`src/rtl/math_booth_pkg.sv`:
```
// Shared types for the radix-4 Booth multiplier.
// Contents:
//   booth_digit_t  - the recoded Booth digit (0, +A, +2A, -2A, -A)
//   booth_state_t  - the sequencer state (IDLE, CALC, DONE)
//   booth_decode   - maps a 3-bit multiplier window to its Booth digit
package math_booth_pkg;

  typedef enum logic [2:0] {
    ZERO,
    POS1,
    POS2,
    NEG2,
    NEG1
  } booth_digit_t;

  typedef enum logic [1:0] {
    IDLE,
    CALC,
    DONE
  } booth_state_t;

  // Window is {B[2k+1], B[2k], B[2k-1]}.
  function automatic booth_digit_t booth_decode(input logic [2:0] win);
    booth_digit_t dig;
    dig = ZERO;
    case (win)
      3'b001, 3'b010: dig = POS1;
      3'b011:         dig = POS2;
      3'b100:         dig = NEG2;
      3'b101, 3'b110: dig = NEG1;
      default:        dig = ZERO;
    endcase
    return dig;
  endfunction

endpackage

```
`src/rtl/math_booth_radix4_pp.sv`:
```
// Combinational radix-4 Booth partial-product selector.
// Ports:
//   window_i  3-bit multiplier window {B[2k+1], B[2k], B[2k-1]}
//   mcand_i   multiplicand already extended to N+2 bits (signed view)
//   pp_o      N+3-bit signed partial product (0, +-A, +-2A)
module math_booth_radix4_pp
  import math_booth_pkg::*;
#(
  parameter int unsigned N = 8
) (
  input  logic        [2:0] window_i,
  input  logic        [N+1:0] mcand_i,
  output logic signed [N+2:0] pp_o
);

  // One extra sign bit so that 2A and -2A never overflow.
  logic signed [N+2:0] a3;
  assign a3 = {mcand_i[N+1], mcand_i};

  always_comb begin
    pp_o = '0;
    case (booth_decode(window_i))
      POS1:    pp_o = a3;
      POS2:    pp_o = a3 <<< 1;
      NEG1:    pp_o = -a3;
      NEG2:    pp_o = -(a3 <<< 1);
      default: pp_o = '0;
    endcase
  end

endmodule

```
`src/rtl/math_booth_radix4_mult.sv`:
```
// Iterative radix-4 Booth multiplier, one Booth digit per clock.
// Ports:
//   i_clk, i_rst                  clock, synchronous active-high reset
//   i_valid / o_ready             operand handshake (accept in IDLE only)
//   i_signed                      1 = two's-complement operands, 0 = unsigned
//   i_multiplicand, i_multiplier  N-bit operands A and B
//   o_valid / i_ready             product handshake (held in DONE)
//   o_product                     2N-bit exact product, holds outside DONE
module math_booth_radix4_mult
  import math_booth_pkg::*;
#(
  parameter int unsigned N = 8
) (
  input  logic             i_clk,
  input  logic             i_rst,
  input  logic             i_valid,
  output logic             o_ready,
  input  logic             i_signed,
  input  logic [N-1:0]     i_multiplicand,
  input  logic [N-1:0]     i_multiplier,
  output logic             o_valid,
  input  logic             i_ready,
  output logic [2*N-1:0]   o_product
);

  localparam int unsigned D     = N / 2 + 1;
  localparam int unsigned AW    = N + 2;
  localparam int unsigned BW    = N + 3;
  localparam int unsigned PW    = N + 3;
  localparam int unsigned ACCW  = 2 * N + 2;
  localparam int unsigned CNT_W = $clog2(D);
  localparam logic [CNT_W-1:0] CNT_LAST = CNT_W'(D - 1);

  booth_state_t       state_q, state_d;
  logic [CNT_W-1:0]   cnt_q, cnt_d;
  logic [AW-1:0]      a_q, a_d;
  logic [BW-1:0]      b_q, b_d;
  logic [ACCW-1:0]    acc_q, acc_d;
  logic [2*N-1:0]     prod_q, prod_d;
  logic               ready_q, ready_d;
  logic               valid_q, valid_d;

  logic [2:0]         window;
  logic signed [PW-1:0] pp;
  logic [ACCW-1:0]    pp_ext;
  logic [ACCW-1:0]    pp_shift;

  // Select the current 3-bit window; B already carries the implicit 0 at bit 0.
  always_comb begin
    window = 3'b000;
    for (int unsigned k = 0; k < D; k++) begin
      if (cnt_q == CNT_W'(k)) window = b_q[2*k +: 3];
    end
  end

  math_booth_radix4_pp #(
    .N (N)
  ) u_pp (
    .window_i (window),
    .mcand_i  (a_q),
    .pp_o     (pp)
  );

  // Sign-extend the partial product and weight it by 4^k.
  assign pp_ext   = {{(ACCW - PW){pp[PW-1]}}, pp};
  assign pp_shift = pp_ext << {cnt_q, 1'b0};

  // Next-state, datapath and registered-output logic.
  always_comb begin
    state_d = state_q;
    cnt_d   = cnt_q;
    a_d     = a_q;
    b_d     = b_q;
    acc_d   = acc_q;
    prod_d  = prod_q;
    case (state_q)
      IDLE: begin
        if (i_valid) begin
          a_d     = i_signed ? {{2{i_multiplicand[N-1]}}, i_multiplicand}
                             : {2'b00, i_multiplicand};
          b_d     = i_signed ? {{2{i_multiplier[N-1]}}, i_multiplier, 1'b0}
                             : {2'b00, i_multiplier, 1'b0};
          acc_d   = '0;
          cnt_d   = '0;
          state_d = CALC;
        end
      end
      CALC: begin
        acc_d = acc_q + pp_shift;
        if (cnt_q == CNT_LAST) begin
          state_d = DONE;
          prod_d  = acc_d[2*N-1:0];
        end else begin
          cnt_d = cnt_q + CNT_W'(1);
        end
      end
      DONE: begin
        if (i_ready) state_d = IDLE;
      end
      default: state_d = IDLE;
    endcase
    ready_d = (state_d == IDLE);
    valid_d = (state_d == DONE);
  end

  // State and datapath registers.
  always_ff @(posedge i_clk) begin
    if (i_rst) begin
      state_q <= IDLE;
      cnt_q   <= '0;
      a_q     <= '0;
      b_q     <= '0;
      acc_q   <= '0;
      prod_q  <= '0;
      ready_q <= 1'b1;
      valid_q <= 1'b0;
    end else begin
      state_q <= state_d;
      cnt_q   <= cnt_d;
      a_q     <= a_d;
      b_q     <= b_d;
      acc_q   <= acc_d;
      prod_q  <= prod_d;
      ready_q <= ready_d;
      valid_q <= valid_d;
    end
  end

  assign o_ready   = ready_q;
  assign o_valid   = valid_q;
  assign o_product = prod_q;

endmodule

```
`config.mk`:
```
export PLATFORM = sky130hd
export DESIGN_NAME = math_booth_radix4_mult
export DESIGN_NICKNAME = d
export VERILOG_FILES = /design/src/rtl/math_booth_pkg.sv /design/src/rtl/math_booth_radix4_pp.sv /design/src/rtl/math_booth_radix4_mult.sv
export SDC_FILE = /design/constraint.sdc
export NUM_CORES = 1
export LEC_CHECK = 0
export BUFFER_PORTS_ARGS = -buffer_cell sky130_fd_sc_hd__buf_4
export CAP_MARGIN = 20
export CORE_ASPECT_RATIO = 1.1
export CORE_MARGIN = 8
export CORE_UTILIZATION = 55
export DETAILED_ROUTE_END_ITERATION = 8
export PLACE_DENSITY = 0.73
export SYNTH_ARGS = -nofsm -noshare
export SYNTH_HDL_FRONTEND = slang
export SYNTH_HIERARCHICAL = 1
export SYNTH_SLANG_ARGS = --single-unit
```
`constraint.sdc`:
```
create_clock -name i_clk -period 9.7 [get_ports i_clk]
set_input_delay 0.97 -clock i_clk [delete_from_list [all_inputs] [get_ports i_clk]]
set_output_delay 0.97 -clock i_clk [all_outputs]
set_load 0.03 [all_outputs]
```
==> results of run 1 <==
==> layer usage <==
layer,global-route usage,part of all wire,up-vias
met4,0.0932,0.029,0
met2,0.345,0.49,137
met5,0,0,-
met3,0.0431,0.060,31
met1,0.229,0.42,1814
li1,-,-,1976
==> cells in the final DEF (no fill, tap or decap), types with 6 or more instances in the layout <==
| cell | Yosys | final |
|---|---|---|
| a22oi_1 | 10 | 10 |
| a21oi_1 | 70 | 70 |
| mux2i_1 | 7 | 7 |
| nand3_1 | 15 | 15 |
| nor3_1 | 11 | 11 |
| nand2b_1 | 6 | 6 |
| clkbuf_8 | 0 | 10 |
| nor2b_1 | 7 | 7 |
| nand3b_1 | 6 | 6 |
| dfxtp_1 | 57 | 57 |
| a211oi_1 | 6 | 6 |
| nor2_1 | 43 | 43 |
| nand2_1 | 90 | 90 |
| inv_1 | 12 | 12 |
| xnor2_1 | 15 | 15 |
| o21ai_0 | 26 | 26 |
| buf_4 | 1 | 43 |
| ha_1 | 21 | 21 |
==> power by group through the flow <==
stage	Sequential, uW	Combinational [uW]	Clock [uW]
5_1_grt	255	139	276
6_report	254	126	261
2_1_floorplan	252	101	0
4_1_cts	254	125	265
3_5_place_dp	259	124	0
3_3_place_gp	259	122	0
==> cell families (layout without fill, tap and decap cells) <==
logic type                 count (synthesis)  in the layout  share of synthesized area
muxes                                      9              9                     0.0230
and+or+nand+nor                          210            210                      0.249
DFF                                       57             57                      0.284
AOI/OAI and AO/OA                        172            172                      0.279
adders and majority gates                 22             22                     0.0704
buffers and inverters                     49             72                     0.0508
xor gates and xnor gates                  20             20                     0.0436
==> worst register-to-register path, cell delays in order (launching register included) <==
cell       delay [ns]
dfxtp_1          0.80
inv_1            0.26
ha_1             0.30
nand3b_1         0.17
a21oi_1          0.17
a21oi_1          0.06
nor2_1           0.10
a21oi_1          0.04
o21ai_0          0.17
buf_4            0.24
clkinv_1         0.24
a2bb2oi_1        0.20
o221ai_1         0.15
o22ai_1          0.32
mux2_2           0.24
o21ai_0          0.11
nor2_1           0.17
ha_1             0.30
a21oi_1          0.25
o21ai_0          0.16
a2111oi_0        0.52
nor3_1           0.13
xnor2_1          0.17
a211oi_1         0.24
==> state kept, by name (all words and copies together) (netlist names) <==
name and count:
acc_q 16, o_ready 1, o_valid 1, b_q 9, cnt_q 3, a_q 9, o_product 16, state_q 2
==> worst paths after layout <==
path,end,cells past startpoint
setup / recovery,o_product[13]$_SDFFE_PP0P_,23
hold reg to reg,o_product[0]$_SDFFE_PP0P_,2
setup reg to reg,o_product[13]$_SDFFE_PP0P_,23
hold / removal,o_product[0]$_SDFFE_PP0P_,2
==> through the flow <==
stage / hold slack [ns] / area (um^2) / power (uW) / cells / setup WS, ns
after floorplan: 0.432 / 4020 / 353 / 539 / 4.79
after global placement: 0.444 / 4290 / 381 / 631 / 4.47
after detailed placement: 0.450 / 4290 / 383 / 631 / 4.24
after CTS: 0.460 / 4520 / 643 / 647 / 4.20
after global routing: 0.482 / 4520 / 670 / 647 / 3.45
final: 0.457 / 4520 / 641 / 647 / 4.09
==> cell type report <==
type / instances / area, um^2
multi-input cells: 433 / 2670
fillers: 634 / 2530
flip-flops and latches: 57 / 1140
repair buffers: 43 / 323
clock buffers: 10 / 138
well taps: 85 / 106
clock inverters: 6 / 90.1
inverters: 13 / 48.8
==> key figures, run 1 <==
Yosys
  – Cell taking the most area after synthesis: dfxtp_1
  – Top cells by area, synth: dfxtp_1, a21oi_1, nand2_1
  – Post-synthesis sequential area ratio: 0.284
  – Seq cells post-synth: 57
  – Unique masters post-synth: 69
  – Yosys top cell area share: 0.284
  – Synthesized Nets: 582
  – Post-synthesis instance total: 539
  – Top_reg_cell synth: dfxtp_1
  – Ys async rst share: 0
  – Most frequent cell after synthesis: nand2_1
  – Syn Area/Cell: 7.45 um^2
  – Mapped cell area: 4020 um^2
  – Number of synthesized flops with an enable pin: 0
  – YS warnings: 6
  – Post-synth top cells: nand2_1, a21oi_1, dfxtp_1

Setup path
  – Reg2reg start: cnt_q[1]$_SDFFE_PP0P_
  – CP max stage delay: 0.80 ns
  – Worst Path Max Fanout: 25
  – Startpoint types: flip-flop
  – CP dominant cell by count: a21oi_1
  – Slowest-stage cell, CP: dfxtp_1
  – Crit path cell chain: inv_1 > ha_1 > nand3b_1 > a21oi_1 > a21oi_1 > nor2_1 > a21oi_1 > o21ai_0 > buf_4 > clkinv_1 > a2bb2oi_1 > o221ai_1 > o22ai_1 > mux2_2 > o21ai_0 > nor2_1 > ha_1 > a21oi_1 > o21ai_0 > a2111oi_0 > nor3_1 > xnor2_1 > a211oi_1
  – Buffer and inverter count on the worst path: 3
  – Worst endpoint required time: 9.96 ns
  – Crit path capture type: flip-flop
  – CP top delay family: compound AO/OA/AOI/OAI gates
  – Kind of critical path: flip-flop to flip-flop
  – Origin of the worst setup path: cnt_q[1]$_SDFFE_PP0P_
  – Arr. time, crit path: 5.87 ns
  – Reg2Reg Setup Slack: 4.09 ns

Detailed routing
  – DR iter-0 viols: 280
  – WL per Instance: 16.0 um
  – Vias/cell: 6.12
  – DRC viols: 0
  – First drt pass iteration count: 5
  – Final WL: 10.4 mm
  – Antenna Nets Post-Route: 0
  – Vias: 3958

GRT
  – Pin count of the biggest net entering global routing: 57
  – Initial antenna violation count: 0
  – GRT Total Usage: 0.199
  – Number of global-route vias before repair: 3780
  – Global route overflow: 0
  – Global-route wire length before repair: 17.6 mm

Layout
  – Layout area overhead: 12.5%
  – Final Util: 0.641
  – N_diodes: 0
  – Share of layout cells above drive strength 1: 0.139
  – Layout Nets: 600

Die
  – Initial Utilization: 0.570
  – Row cnt: 32
  – Ports: 39
  – Chip height: 106 um
  – Total core area: 7050 um^2
  – Die Area: 10300 um^2
  – Chip Width: 97.5 um

Power and ir drop
  – Worst VDD drop: 0.121 mV
  – Leak: 0.00179 uW
  – Comb power frac: 0.197
  – Switch Pwr: 196 uW
  – Int Pwr: 445 uW
  – Switching Fraction: 0.306
  – Pwr Density: 142 nW/um^2
  – Sequential power share: 0.396
  – Clock power frac: 0.407

CTS
  – CTS tree: done
  – Sink Count: 57
  – Clk buf depth: 2
  – Post-CTS sizing: 0
  – Inserted Clock Buffers: 9
  – Clk_lat worst skew: 0.35 ns
  – Clock-pin slew on the worst setup and hold paths: 0.07 ns
  – Post-CTS Repair Setup Buffers: 0
  – Clock root buffer: clkbuf_8
  – H-Tree Depth: 3
  – Post-cts hold buffer count: 0

Timing
  – Period minus WS final: 5.61 ns
  – Rel. slew slack: 0.337
  – Worst-Margin Slew: 0.993 ns
  – Slew Limit Fails: 0
  – Final hold vios: 0
  – Fin crit share: 0.578
  – Final setup viols: 0
  – Setup TNS: 0 ns
  – Final setup skew: 0.0123 ns
  – F_max: 178 MHz
  – Unrepaired setup endpoints after global routing: no

Run status
  – Status: completed

Place
  – Hpwl dp: 7.49 mm
  – GPL Wtd Cong: 0.950
  – IO Port Bufs: 38

Flow run
  – Max-Cap Viols: 0

Hold path
  – HP Class: flip-flop to flip-flop
  – Hold_sp: o_product[0]$_SDFFE_PP0P_
No activity file was read; power rests on OpenSTA's default activity.
==> run 2: changes to the inputs <==
--- a/config.mk
+++ b/config.mk
@@ -9,9 +9,9 @@
 export CAP_MARGIN = 20
 export CORE_ASPECT_RATIO = 1.1
 export CORE_MARGIN = 8
-export CORE_UTILIZATION = 55
+export CORE_UTILIZATION = 54
 export DETAILED_ROUTE_END_ITERATION = 8
-export PLACE_DENSITY = 0.73
+export PLACE_DENSITY = 0.75
 export SYNTH_ARGS = -nofsm -noshare
 export SYNTH_HDL_FRONTEND = slang
 export SYNTH_HIERARCHICAL = 1
==> constraint.sdc (replaced) <==
create_clock -name i_clk -period 4.82 [get_ports i_clk]
set_input_delay 0.482 -clock i_clk [delete_from_list [all_inputs] [get_ports i_clk]]
set_output_delay 0.482 -clock i_clk [all_outputs]
set_load 0.03 [all_outputs]
==> key figures, run 2 (synthesis results as in run 1) <==
Run status
  – Status: completed (unchanged)

Place
  – Placed Area: 4410 um^2 (was 4290 um^2)
  – Hpwl dp: 7.76 mm (was 7.49 mm)
  – GPL Wtd Cong: 0.883 (was 0.950)
  – Dpl cells: 648 (was 631)
  – Pre-CTS setup slack: 0.0336 ns (was 4.24 ns)
  – IO Port Bufs: 38 (unchanged)

Die
  – Die Area: 10500 um^2 (was 10300 um^2)
  – Chip Width: 98.2 um (was 97.5 um)
  – Initial Utilization: 0.547 (was 0.570)
  – Ports: 39 (unchanged)
  – Row cnt: 33 (was 32)
  – Total core area: 7350 um^2 (was 7050 um^2)
  – Chip height: 106 um (about the same)

Timing
  – Rel. slew slack: 0.421 (was 0.337)
  – Worst-Margin Slew: 0.867 ns (was 0.993 ns)
  – F_max: 218 MHz (was 178 MHz)
  – Fin crit share: 0.951 (was 0.578)
  – Final hold vios: 0 (unchanged)
  – Period minus WS final: 4.59 ns (was 5.61 ns)
  – Setup slack after layout: 0.235 ns (was 4.09 ns)
  – Final setup viols: 0 (unchanged)
  – Final setup skew: 0.0128 ns (was 0.0123 ns)
  – Slew Limit Fails: 0 (unchanged)
  – Unrepaired setup endpoints after global routing: yes (was no)

Setup path
  – Worst Path Max Fanout: 6 (was 25)
  – Worst path depth: 24 (was 23)
  – Slowest-stage cell, CP: a2111oi_2 (was dfxtp_1)
  – Startpoint types: flip-flop (unchanged)
  – R2r endpoint: o_product[13]$_SDFFE_PP0P_ (unchanged)
  – CP dominant cell by count: a21oi_1 (unchanged)
  – Kind of critical path: flip-flop to flip-flop (unchanged)
  – Crit path capture type: flip-flop (unchanged)
  – Reg2reg start: cnt_q[1]$_SDFFE_PP0P_ (unchanged)
  – Crit path to: o_product[13]$_SDFFE_PP0P_ (unchanged)
  – Buffer and inverter count on the worst path: 2 (was 3)
  – Worst endpoint required time: 5.07 ns (was 9.96 ns)
  – Crit path cell chain: inv_1 > ha_1 > nand3b_1 > a21oi_1 > a21oi_1 > nor2_1 > a21oi_1 > o21ai_2 > buf_4 > nand3b_1 > nand2_1 > a31o_2 > a22o_1 > mux2i_1 > nand2_1 > nand3_1 > o21ai_0 > ha_1 > a21oi_2 > o21ai_0 > a2111oi_2 > nor3_1 > xnor2_1 > a211oi_1 (was inv_1 > ha_1 > nand3b_1 > a21oi_1 > a21oi_1 > nor2_1 > a21oi_1 > o21ai_0 > buf_4 > clkinv_1 > a2bb2oi_1 > o221ai_1 > o22ai_1 > mux2_2 > o21ai_0 > nor2_1 > ha_1 > a21oi_1 > o21ai_0 > a2111oi_0 > nor3_1 > xnor2_1 > a211oi_1)
  – Reg2reg path depth: 24 (was 23)
  – Arr. time, crit path: 4.84 ns (was 5.87 ns)
  – Reg2Reg Setup Slack: 0.23 ns (was 4.09 ns)
  – Origin of the worst setup path: cnt_q[1]$_SDFFE_PP0P_ (unchanged)
  – CP top delay family: compound AO/OA/AOI/OAI gates (unchanged)
  – CP max stage delay: 0.40 ns (was 0.80 ns)

Power and ir drop
  – Worst VDD drop: 0.191 mV (was 0.121 mV)
  – Total Power: 1270 uW (was 641 uW)
  – Pwr Density: 265 nW/um^2 (was 142 nW/um^2)
  – Leak: 0.00192 uW (was 0.00179 uW)

Hold path
  – HP Class: primary input to flip-flop (was flip-flop to flip-flop)
  – Hold_sp: i_multiplier[6] (was o_product[0]$_SDFFE_PP0P_)

Detailed routing
  – Max layer used: met4 (unchanged)
  – DRC viols: 0 (unchanged)
  – First drt pass iteration count: 5 (unchanged)
  – Vias/cell: 6.07 (was 6.12)
  – Final WL: 11.1 mm (was 10.4 mm)
  – Vias: 4097 (was 3958)
  – WL met1: 4.67 mm (was 4.41 mm)
  – DR iter-0 viols: 276 (was 280)
  – Antenna Nets Post-Route: 0 (unchanged)
  – DR WL met2: 5.57 mm (was 5.05 mm)
  – WL per Instance: 16.4 um (was 16.0 um)
  – Routed length on met3: 586 um (was 621 um)

Layout
  – Layout Nets: 626 (was 600)
  – N_diodes: 0 (unchanged)
  – Fill count: 633 (was 634)
  – Share of layout cells above drive strength 1: 0.211 (was 0.139)
  – Most common cell after layout, fill and taps aside: nand2_1 (unchanged)
  – Cell area after layout: 4810 um^2 (was 4520 um^2)
  – Layout area overhead: 19.7% (was 12.5%)
  – Most frequent cells in the layout: nand2_1, a21oi_1, buf_4 (was nand2_1, a21oi_1, dfxtp_1)
  – Final std cells w/o fill: 675 (was 647)

GRT
  – Pin count of the biggest net entering global routing: 57 (unchanged)
  – Global route overflow: 0 (unchanged)
  – Initial antenna violation count: 0 (unchanged)
  – GRT Total Usage: 0.205 (was 0.199)
  – Number of global-route vias before repair: 3756 (was 3780)
  – Global-route wire length before repair: 17.9 mm (was 17.6 mm)

CTS
  – Post-cts hold buffer count: 0 (unchanged)
  – Clk_lat worst skew: 0.34 ns (was 0.35 ns)
  – Clk buf depth: 2 (unchanged)
  – Sink Count: 57 (unchanged)
  – CTS tree: done (unchanged)
  – H-Tree Depth: 3 (unchanged)
  – Clock root buffer: clkbuf_8 (unchanged)
  – Inserted Clock Buffers: 9 (unchanged)
  – Clock-pin slew on the worst setup and hold paths: 0.08 ns (was 0.07 ns)

Flow run
  – Max-Cap Viols: 0 (unchanged)
## run 2: cell count changes in the layout (fill, tap and decap cells not counted), moves of 3 or more
cell | before | now
ha_2 | 0 | 3
ha_1 | 21 | 18
o21ai_0 | 26 | 22
buf_4 | 43 | 67
## run 2: worst min path at each step
stage	endpoint	slack [ns]	cells after the start
2_1_floorplan	acc_q[13]$_SDFFE_PP0P_	0.43	2
3_3_place_gp	acc_q[15]$_SDFFE_PP0P_	0.44	2
3_5_place_dp	o_product[5]$_SDFFE_PP0P_	0.45	2
4_1_cts	b_q[7]$_SDFFE_PP0P_	0.37	3
5_1_grt	b_q[6]$_SDFFE_PP0P_	0.38	3
6_report	b_q[7]$_SDFFE_PP0P_	0.38	3
## run 2: through the flow
step	utilization	setup TNS (ns)	hold WS, ns
2_1_floorplan	-	0	0.432
3_3_place_gp	0.600	0	0.444
3_5_place_dp	0.600	0	0.453
4_1_cts	0.627	0	0.366
5_1_grt	0.654	-0.0881	0.377
6_report	0.654	0	0.380
## run 2: area by class of cell
class,count,area [um^2],area share
sequential,57,1140,0.237
timing repair buffer,69,526,0.109
clock buffer,9,124,0.0258
inverter,13,56.3,0.0117
tap,87,109,0.0226
clock inverter,7,77.6,0.0161
multi-input combinational,433,2780,0.577
## run 2: power breakdown
group	internal (uW)	switching, uW	total [uW]
logic	124	172	297
registers	486	17.9	504
clock network	243	230	473
## run 2: what timing repair did
action | CTS | global route
setup endpoints to repair | 1 | 20
resized for setup | 1 | 29
cloned | 0 | 1
buffers inserted | 0 | 10
pin swaps | 0 | 7
## run 2: worst min-delay path, cell delays in order
cell and delay (ns):
buf_4 0.11, nand2_1 0.04, a21oi_1 0.05
## run 2: metal layers
layer | GRT usage | up-vias
met5 | 0 | -
met4 | 0.0856 | 0
met3 | 0.0477 | 23
met2 | 0.357 | 129
met1 | 0.236 | 1915
li1 | - | 2030
